--- config.mk ---
export PLATFORM = sky130hd
export DESIGN_NAME = pipelined_addsub_flat
export DESIGN_NICKNAME = d
export VERILOG_FILES = /design/src/rtl/addsub_pkg.sv /design/src/rtl/addsub_if.sv /design/src/rtl/addsub_slice.sv /design/src/rtl/pipelined_addsub.sv /design/src/flat_wrapper.sv
export SDC_FILE = /design/constraint.sdc
export NUM_CORES = 1
export LEC_CHECK = 0
export BUFFER_PORTS_ARGS = -buffer_cell sky130_fd_sc_hd__buf_2
export CORE_ASPECT_RATIO = 1.25
export CORE_MARGIN = 5
export CORE_UTILIZATION = 55
export DETAILED_ROUTE_END_ITERATION = 6
export HOLD_SLACK_MARGIN = 0.1
export PLACE_DENSITY = 0.83
export SETUP_SLACK_MARGIN = 0.05
export SYNTH_ARGS = -nofsm -noshare
export SYNTH_HDL_FRONTEND = slang
export SYNTH_SLANG_ARGS = --single-unit
--- constraint.sdc ---
create_clock -name clk -period 4.9 [get_ports clk]
set_input_delay 1.47 -clock clk [delete_from_list [all_inputs] [get_ports clk]]
set_output_delay 1.47 -clock clk [all_outputs]
set_load 0.005 [all_outputs]
--- src/rtl/addsub_pkg.sv ---
// Shared constants for the pipelined add/subtract unit.
// Optional saturation is enabled with the ADDSUB_SAT_EN macro.
package addsub_pkg;

    localparam logic [1:0] OP_ADD = 2'b00;
    localparam logic [1:0] OP_SUB = 2'b01;
    localparam logic [1:0] OP_ADC = 2'b10;
    localparam logic [1:0] OP_SBC = 2'b11;

    localparam int FLAG_Z = 3;
    localparam int FLAG_N = 2;
    localparam int FLAG_C = 1;
    localparam int FLAG_V = 0;

    function automatic logic op_inverts_b(input logic [1:0] op);
        return op[0];
    endfunction

    function automatic logic op_saturates(input logic [1:0] op);
        return !op[1];
    endfunction

endpackage

--- src/rtl/addsub_if.sv ---
// Operand/result valid-ready bundle for pipelined_addsub.
// Master drives operands and out_ready; slave is the adder.
interface addsub_if #(
    parameter int WIDTH = 8
);
    logic             in_valid;
    logic             in_ready;
    logic [WIDTH-1:0] in_a;
    logic [WIDTH-1:0] in_b;
    logic [1:0]       in_op;
    logic             in_cin;
    logic             out_valid;
    logic             out_ready;
    logic [WIDTH-1:0] out_sum;
    logic [3:0]       out_flags;

    modport master (
        output in_valid, in_a, in_b, in_op, in_cin, out_ready,
        input  in_ready, out_valid, out_sum, out_flags
    );

    modport slave (
        input  in_valid, in_a, in_b, in_op, in_cin, out_ready,
        output in_ready, out_valid, out_sum, out_flags
    );

endinterface

--- src/rtl/addsub_slice.sv ---
// CHUNK-bit combinational adder slice with carry in/out.
// One instance per pipeline stage of pipelined_addsub.
module addsub_slice #(
    parameter int W = 4
) (
    input  logic [W-1:0] a,
    input  logic [W-1:0] b,
    input  logic         cin,
    output logic [W-1:0] sum,
    output logic         cout
);
    logic [W:0] full;

    assign full = {1'b0, a} + {1'b0, b} + {{W{1'b0}}, cin};
    assign {cout, sum} = full;

endmodule

--- src/rtl/pipelined_addsub.sv ---
// Carry-chain-pipelined ADD/SUB/ADC/SBC with Z/N/C/V flags.
// Define ADDSUB_SAT_EN to saturate ADD/SUB on signed overflow.
module pipelined_addsub #(
    parameter int WIDTH = 8,
    parameter int CHUNK = 4
) (
    input  logic     clk,
    input  logic     rst_n,
    addsub_if.slave  bus
);
    import addsub_pkg::*;

    localparam int NSTAGE = WIDTH / CHUNK;

    typedef struct packed {
        logic             vld;
        logic             cy;
`ifdef ADDSUB_SAT_EN
        logic             sat;
`endif
        logic [WIDTH-1:0] a;
        logic [WIDTH-1:0] b;
        logic [WIDTH-1:0] s;
    } beat_t;

    logic             adv;
    beat_t            head;
    beat_t            fin;
    beat_t            sin  [NSTAGE];
    beat_t            sout [NSTAGE];
    logic [WIDTH-1:0] res;
    logic             ovf;
    logic [3:0]       flags;
    logic             out_valid_q;
    logic [WIDTH-1:0] out_sum_q;
    logic [3:0]       out_flags_q;

    // Whole pipe moves in lockstep; bubbles are kept.
    assign adv          = !out_valid_q || bus.out_ready;
    assign bus.in_ready = adv;

    always_comb begin
        head     = '0;
        head.vld = bus.in_valid;
        head.a   = bus.in_a;
        head.b   = op_inverts_b(bus.in_op) ? ~bus.in_b : bus.in_b;
        unique case (bus.in_op)
            OP_ADD:  head.cy = 1'b0;
            OP_SUB:  head.cy = 1'b1;
            default: head.cy = bus.in_cin;
        endcase
`ifdef ADDSUB_SAT_EN
        head.sat = op_saturates(bus.in_op);
`endif
    end

    for (genvar k = 0; k < NSTAGE; k++) begin : g_stage
        logic [CHUNK-1:0] s_chunk;
        logic             c_out;
        beat_t            nxt;

        if (k == 0) begin : g_head
            assign sin[k] = head;
        end else begin : g_reg
            beat_t q;
            always_ff @(posedge clk or negedge rst_n) begin
                if (!rst_n)   q <= '0;
                else if (adv) q <= sout[k-1];
            end
            assign sin[k] = q;
        end

        addsub_slice #(.W(CHUNK)) u_slice (
            .a    (sin[k].a[k*CHUNK +: CHUNK]),
            .b    (sin[k].b[k*CHUNK +: CHUNK]),
            .cin  (sin[k].cy),
            .sum  (s_chunk),
            .cout (c_out)
        );

        always_comb begin
            nxt                     = sin[k];
            nxt.s[k*CHUNK +: CHUNK] = s_chunk;
            nxt.cy                  = c_out;
        end
        assign sout[k] = nxt;
    end

    assign fin = sout[NSTAGE-1];
    assign ovf = (fin.a[WIDTH-1] == fin.b[WIDTH-1]) &&
                 (fin.s[WIDTH-1] != fin.a[WIDTH-1]);

`ifdef ADDSUB_SAT_EN
    always_comb begin
        res = fin.s;
        if (fin.sat && ovf)
            res = fin.a[WIDTH-1] ? {1'b1, {(WIDTH-1){1'b0}}}
                                 : {1'b0, {(WIDTH-1){1'b1}}};
    end
`else
    assign res = fin.s;
`endif

    always_comb begin
        flags         = '0;
        flags[FLAG_Z] = (res == '0);
        flags[FLAG_N] = res[WIDTH-1];
        flags[FLAG_C] = fin.cy;
        flags[FLAG_V] = ovf;
    end

    always_ff @(posedge clk or negedge rst_n) begin
        if (!rst_n) begin
            out_valid_q <= 1'b0;
            out_sum_q   <= '0;
            out_flags_q <= '0;
        end else if (adv) begin
            out_valid_q <= fin.vld;
            if (fin.vld) begin
                out_sum_q   <= res;
                out_flags_q <= flags;
            end
        end
    end

    assign bus.out_valid = out_valid_q;
    assign bus.out_sum   = out_sum_q;
    assign bus.out_flags = out_flags_q;

endmodule

--- src/flat_wrapper.sv ---
// flat-port wrapper written by rule: the top's interface ports become plain ports
module pipelined_addsub_flat import addsub_pkg::*;
#(
    parameter int WIDTH = 8,
    parameter int CHUNK = 4
)
  (clk, rst_n, bus_in_valid, bus_in_a, bus_in_b, bus_in_op, bus_in_cin, bus_out_ready, bus_in_ready, bus_out_valid, bus_out_sum, bus_out_flags);
  addsub_if #(.WIDTH(WIDTH)) bus_i ();
  input  logic clk;
  input  logic rst_n;
  input wire logic [$bits(bus_i.in_valid)-1:0] bus_in_valid;
  input wire logic [$bits(bus_i.in_a)-1:0] bus_in_a;
  input wire logic [$bits(bus_i.in_b)-1:0] bus_in_b;
  input wire logic [$bits(bus_i.in_op)-1:0] bus_in_op;
  input wire logic [$bits(bus_i.in_cin)-1:0] bus_in_cin;
  input wire logic [$bits(bus_i.out_ready)-1:0] bus_out_ready;
  output wire logic [$bits(bus_i.in_ready)-1:0] bus_in_ready;
  output wire logic [$bits(bus_i.out_valid)-1:0] bus_out_valid;
  output wire logic [$bits(bus_i.out_sum)-1:0] bus_out_sum;
  output wire logic [$bits(bus_i.out_flags)-1:0] bus_out_flags;
  assign bus_i.in_valid = bus_in_valid;
  assign bus_i.in_a = bus_in_a;
  assign bus_i.in_b = bus_in_b;
  assign bus_i.in_op = bus_in_op;
  assign bus_i.in_cin = bus_in_cin;
  assign bus_i.out_ready = bus_out_ready;
  assign bus_in_ready = bus_i.in_ready;
  assign bus_out_valid = bus_i.out_valid;
  assign bus_out_sum = bus_i.out_sum;
  assign bus_out_flags = bus_i.out_flags;
  pipelined_addsub #(.WIDTH(WIDTH), .CHUNK(CHUNK)) u_core (.clk(clk), .rst_n(rst_n), .bus(bus_i));
endmodule
==> results.py <==
metrics = {
    "pwr": {
        "p_total_uw": 627,
        "ir_worst_vdd_mv": 0.190,
        "power_frac_seq_pct": 50.3,
        "swShare_pct": 31.7,
        "comb_power_share_pct": 36.0,
        "pwr-share-clk_pct": 13.7,
        "power_density_nw_per_um2": 401,
        "p_leak_uw": 0.000761,
        "p_int_uw": 428,
        "p_switching_uw": 199,
    },
    "job": {
        "drv_cap": 0,
    },
    "detailed_routing": {
        "drc": 0,
        "wire_per_inst_um": 12.6,
        "vias": 897,
        "drt_pass1_iterations": 4,
        "routed_via_density": 5.10,
        "routed_wl_um": 2220,
        "drt_iter0_markers": 19,
        "antenna_left": 0,
    },
    "synthesis": {
        "synth_cell_types": 23,
        "yosys.area_share.simple_pct": 5.86,
        "synth_compound_area_share_pct": 9.67,
        "yosysTopAreaCell": "dfrtp_1",
        "synth.net_count": 142,
        "avgSynthCellArea_um2": 12.4,
        "muxShareOfSynthArea_pct": 12.5,
        "syn_area_um2": 1350,
        "synth_top_cell_area_share_pct": 48.3,
        "synth_edf_count": 0,
        "synth_top_family_by_area": "multiplexers",
        "ys_ff_latch": 26,
        "syn_inst": 109,
        "yosys_warnings": 0,
        "ys_seq_area_share_pct": 48.3,
        "synthFlopType": "dfrtp_1",
        "async_flop_share_pct": 100,
        "synthAdderAreaFrac_pct": 11.5,
        "synth-xor-area-share_pct": 8.46,
        "synth_area_leaders": "dfrtp_1, mux2_2, fa_1",
    },
    "critical_path": {
        "cpPeakStageDelay_ns": 0.27,
        "worstRegToRegCells": 5,
        "cp_slowest_cell": "buf_4",
        "cp.arrival_ns": 2.08,
        "cp.depth": 4,
        "rr_startpoint": "u_core.g_stage[1].g_reg.q[24]",
        "crit_family": "buffers and inverters",
        "path_cells": "buf_2 > nand2b_1 > buf_4 > buf_2",
        "crit_fanout": 24,
        "path_common_cell": "buf_2",
        "setup.worst_path.end": "bus_in_ready",
        "critPathLaunch": "bus_out_ready",
        "cp.required_ns": 3.43,
        "critPathKind": "in2out",
        "crit_buf_inv": 3,
        "start_kind": "input port",
        "rrSetupSlack_ns": 3.14,
        "r2r_end": "u_core.bus.out_flags[3]",
        "cp-end-kind": "output pin",
    },
    "sta": {
        "tns_ns": 0,
        "drv_slew": 0,
        "fin_crit_ns": 3.55,
        "rsz0062_at_grt": "false",
        "worstMarginPinSlew_ns": 0.546,
        "setup_viol": 0,
        "fin_crit_sh_pct": 72.5,
        "hold_viol": 0,
        "slew_headroom_pct": 63.6,
        "max_freq_ghz": 0.282,
        "fin_skew_ns": 0.00258,
    },
    "clocking": {
        "cts_buffer_depth": 2,
        "clkTransAtPathRegs_ns": 0.12,
        "numCtsBuffers": 3,
        "cts_tree": "yes",
        "hold_buffers": 0,
        "htree_levels": 1,
        "cts-root-buf": "clkbuf_4",
        "clock_sinks": 26,
        "clock_latency_ns": 0.31,
        "post-cts-setup-buffer-count": 0,
        "ctsResizeCount": 0,
    },
    "global_routing": {
        "grt_pass1_vias": 955,
        "grt_overflow": 0,
        "grt_pass1_wl_um": 3980,
        "grt_max_degree": 27,
        "track_usage_pct": 15.4,
        "antenna_found_initial": 0,
    },
    "final_layout": {
        "multi_input_area_um2": 647,
        "layout.cells.most_common": "buf_2",
        "final_cell_mix": "buf_2, dfrtp_1, mux2_2",
        "stdcell_count": 176,
        "area_growth_syn_to_layout_pct": 16.2,
        "n_antenna_cell": 0,
        "drive_gt1_share_pct": 38.5,
        "fillCellCount": 222,
        "regArea_um2": 651,
        "finalNetCount": 178,
    },
    "floorplanning": {
        "pin_count": 37,
        "fp.dieW_um": 54.3,
        "initial_utilization_pct": 56.0,
        "rows": 20,
        "die_y_um": 65.3,
        "core_area_um2": 2400,
        "die_area_um2": 3540,
    },
    "min_path": {
        "hold_class": "reg2reg",
    },
    "placement": {
        "place_inst": 173,
        "gp_routability_congestion": 0.720,
        "port_buffers": 36,
        "dp_hpwl_um": 1830,
    },
    "status": {
        "outcome": "completed",
    },
}
-- worst min path at each step --
stage | start | endpoint | cells after the start
after floorplan | u_core.bus.out_flags[0] | u_core.bus.out_flags[0] | 2
after global placement | u_core.bus.out_flags[0] | u_core.bus.out_flags[0] | 2
after detailed placement | u_core.bus.out_flags[1] | u_core.bus.out_flags[1] | 2
after CTS | u_core.bus.out_flags[1] | u_core.bus.out_flags[1] | 2
after global routing | u_core.bus.out_sum[4] | u_core.bus.out_sum[4] | 1
final | u_core.bus.out_flags[1] | u_core.bus.out_flags[1] | 2
-- cell usage after synthesis, drive strengths merged (2+ instances only) --
cell type,number
dfrtp,26
mux2,15
a21oi,9
nand2,7
xnor2,7
ha,6
xor2,6
buf,5
nor2,5
a21o,4
fa,4
inv,4
o21ai,4
nand2b,2
-- tightest hold or removal path: cells and delay by family, from the launching register on --
family	cells	cell delay (ns)
flops	1	0.36
compound gates	1	0.06
simple gates	1	0.04
-- metrics by stage --
stage	utilization, %	cell area [um^2]	worst slack, ns	hold slack, ns
after floorplan	-	1350	1.48	0.473
after global placement	64.2	1540	1.38	0.458
after detailed placement	64.2	1540	1.36	0.465
after CTS	65.1	1560	1.35	0.494
after global routing	65.1	1560	1.31	0.519
final	65.1	1560	1.35	0.489
-- cells by family after synthesis --
| kind of cell | after synthesis |
|---|---|
| adder cells (fa/ha/maj) | 10 |
| XOR/XNOR | 13 |
| multiplexers | 15 |
| flip-flops | 26 |
| AND/OR/NAND/NOR | 16 |
| AO/OA/AOI/OAI | 19 |
| buffers and inverters | 10 |
-- cell type report --
type / instances / share of cell area, %
clock buffers: 3 / 1.44
inverters: 4 / 0.960
repair buffers: 37 / 12.0
well taps: 33 / 2.64
flip-flops and latches: 26 / 41.6
multi-input cells: 73 / 41.4
-- sequential cells by signal, indices dropped and copies added, names as in the netlist --
signal                  cells
u_core.bus.out_sum          7
u_core.bus.out_valid        1
u_core.bus.out_flags        4
u_core.g_stage.g_reg.q      1
u_core.fin                 13
-- power groups by stage --
stage	Combinational (uW)	Clock [uW]	Sequential [uW]
2_1_floorplan	148	0	319
3_3_place_gp	222	0	316
3_5_place_dp	230	0	322
4_1_cts	231	90.5	317
5_1_grt	257	98.2	326
6_report	226	85.8	316
-- metal layers --
layer	wire length [um]	part of all wire, %	global-route usage (%)
met3	115	5.2	2.49
met2	1150	52	26.3
met4	49	2.2	8.41
met1	897	40	17.4
met5	0	0	0
Note: power is estimated with default switching activity, not from simulation.
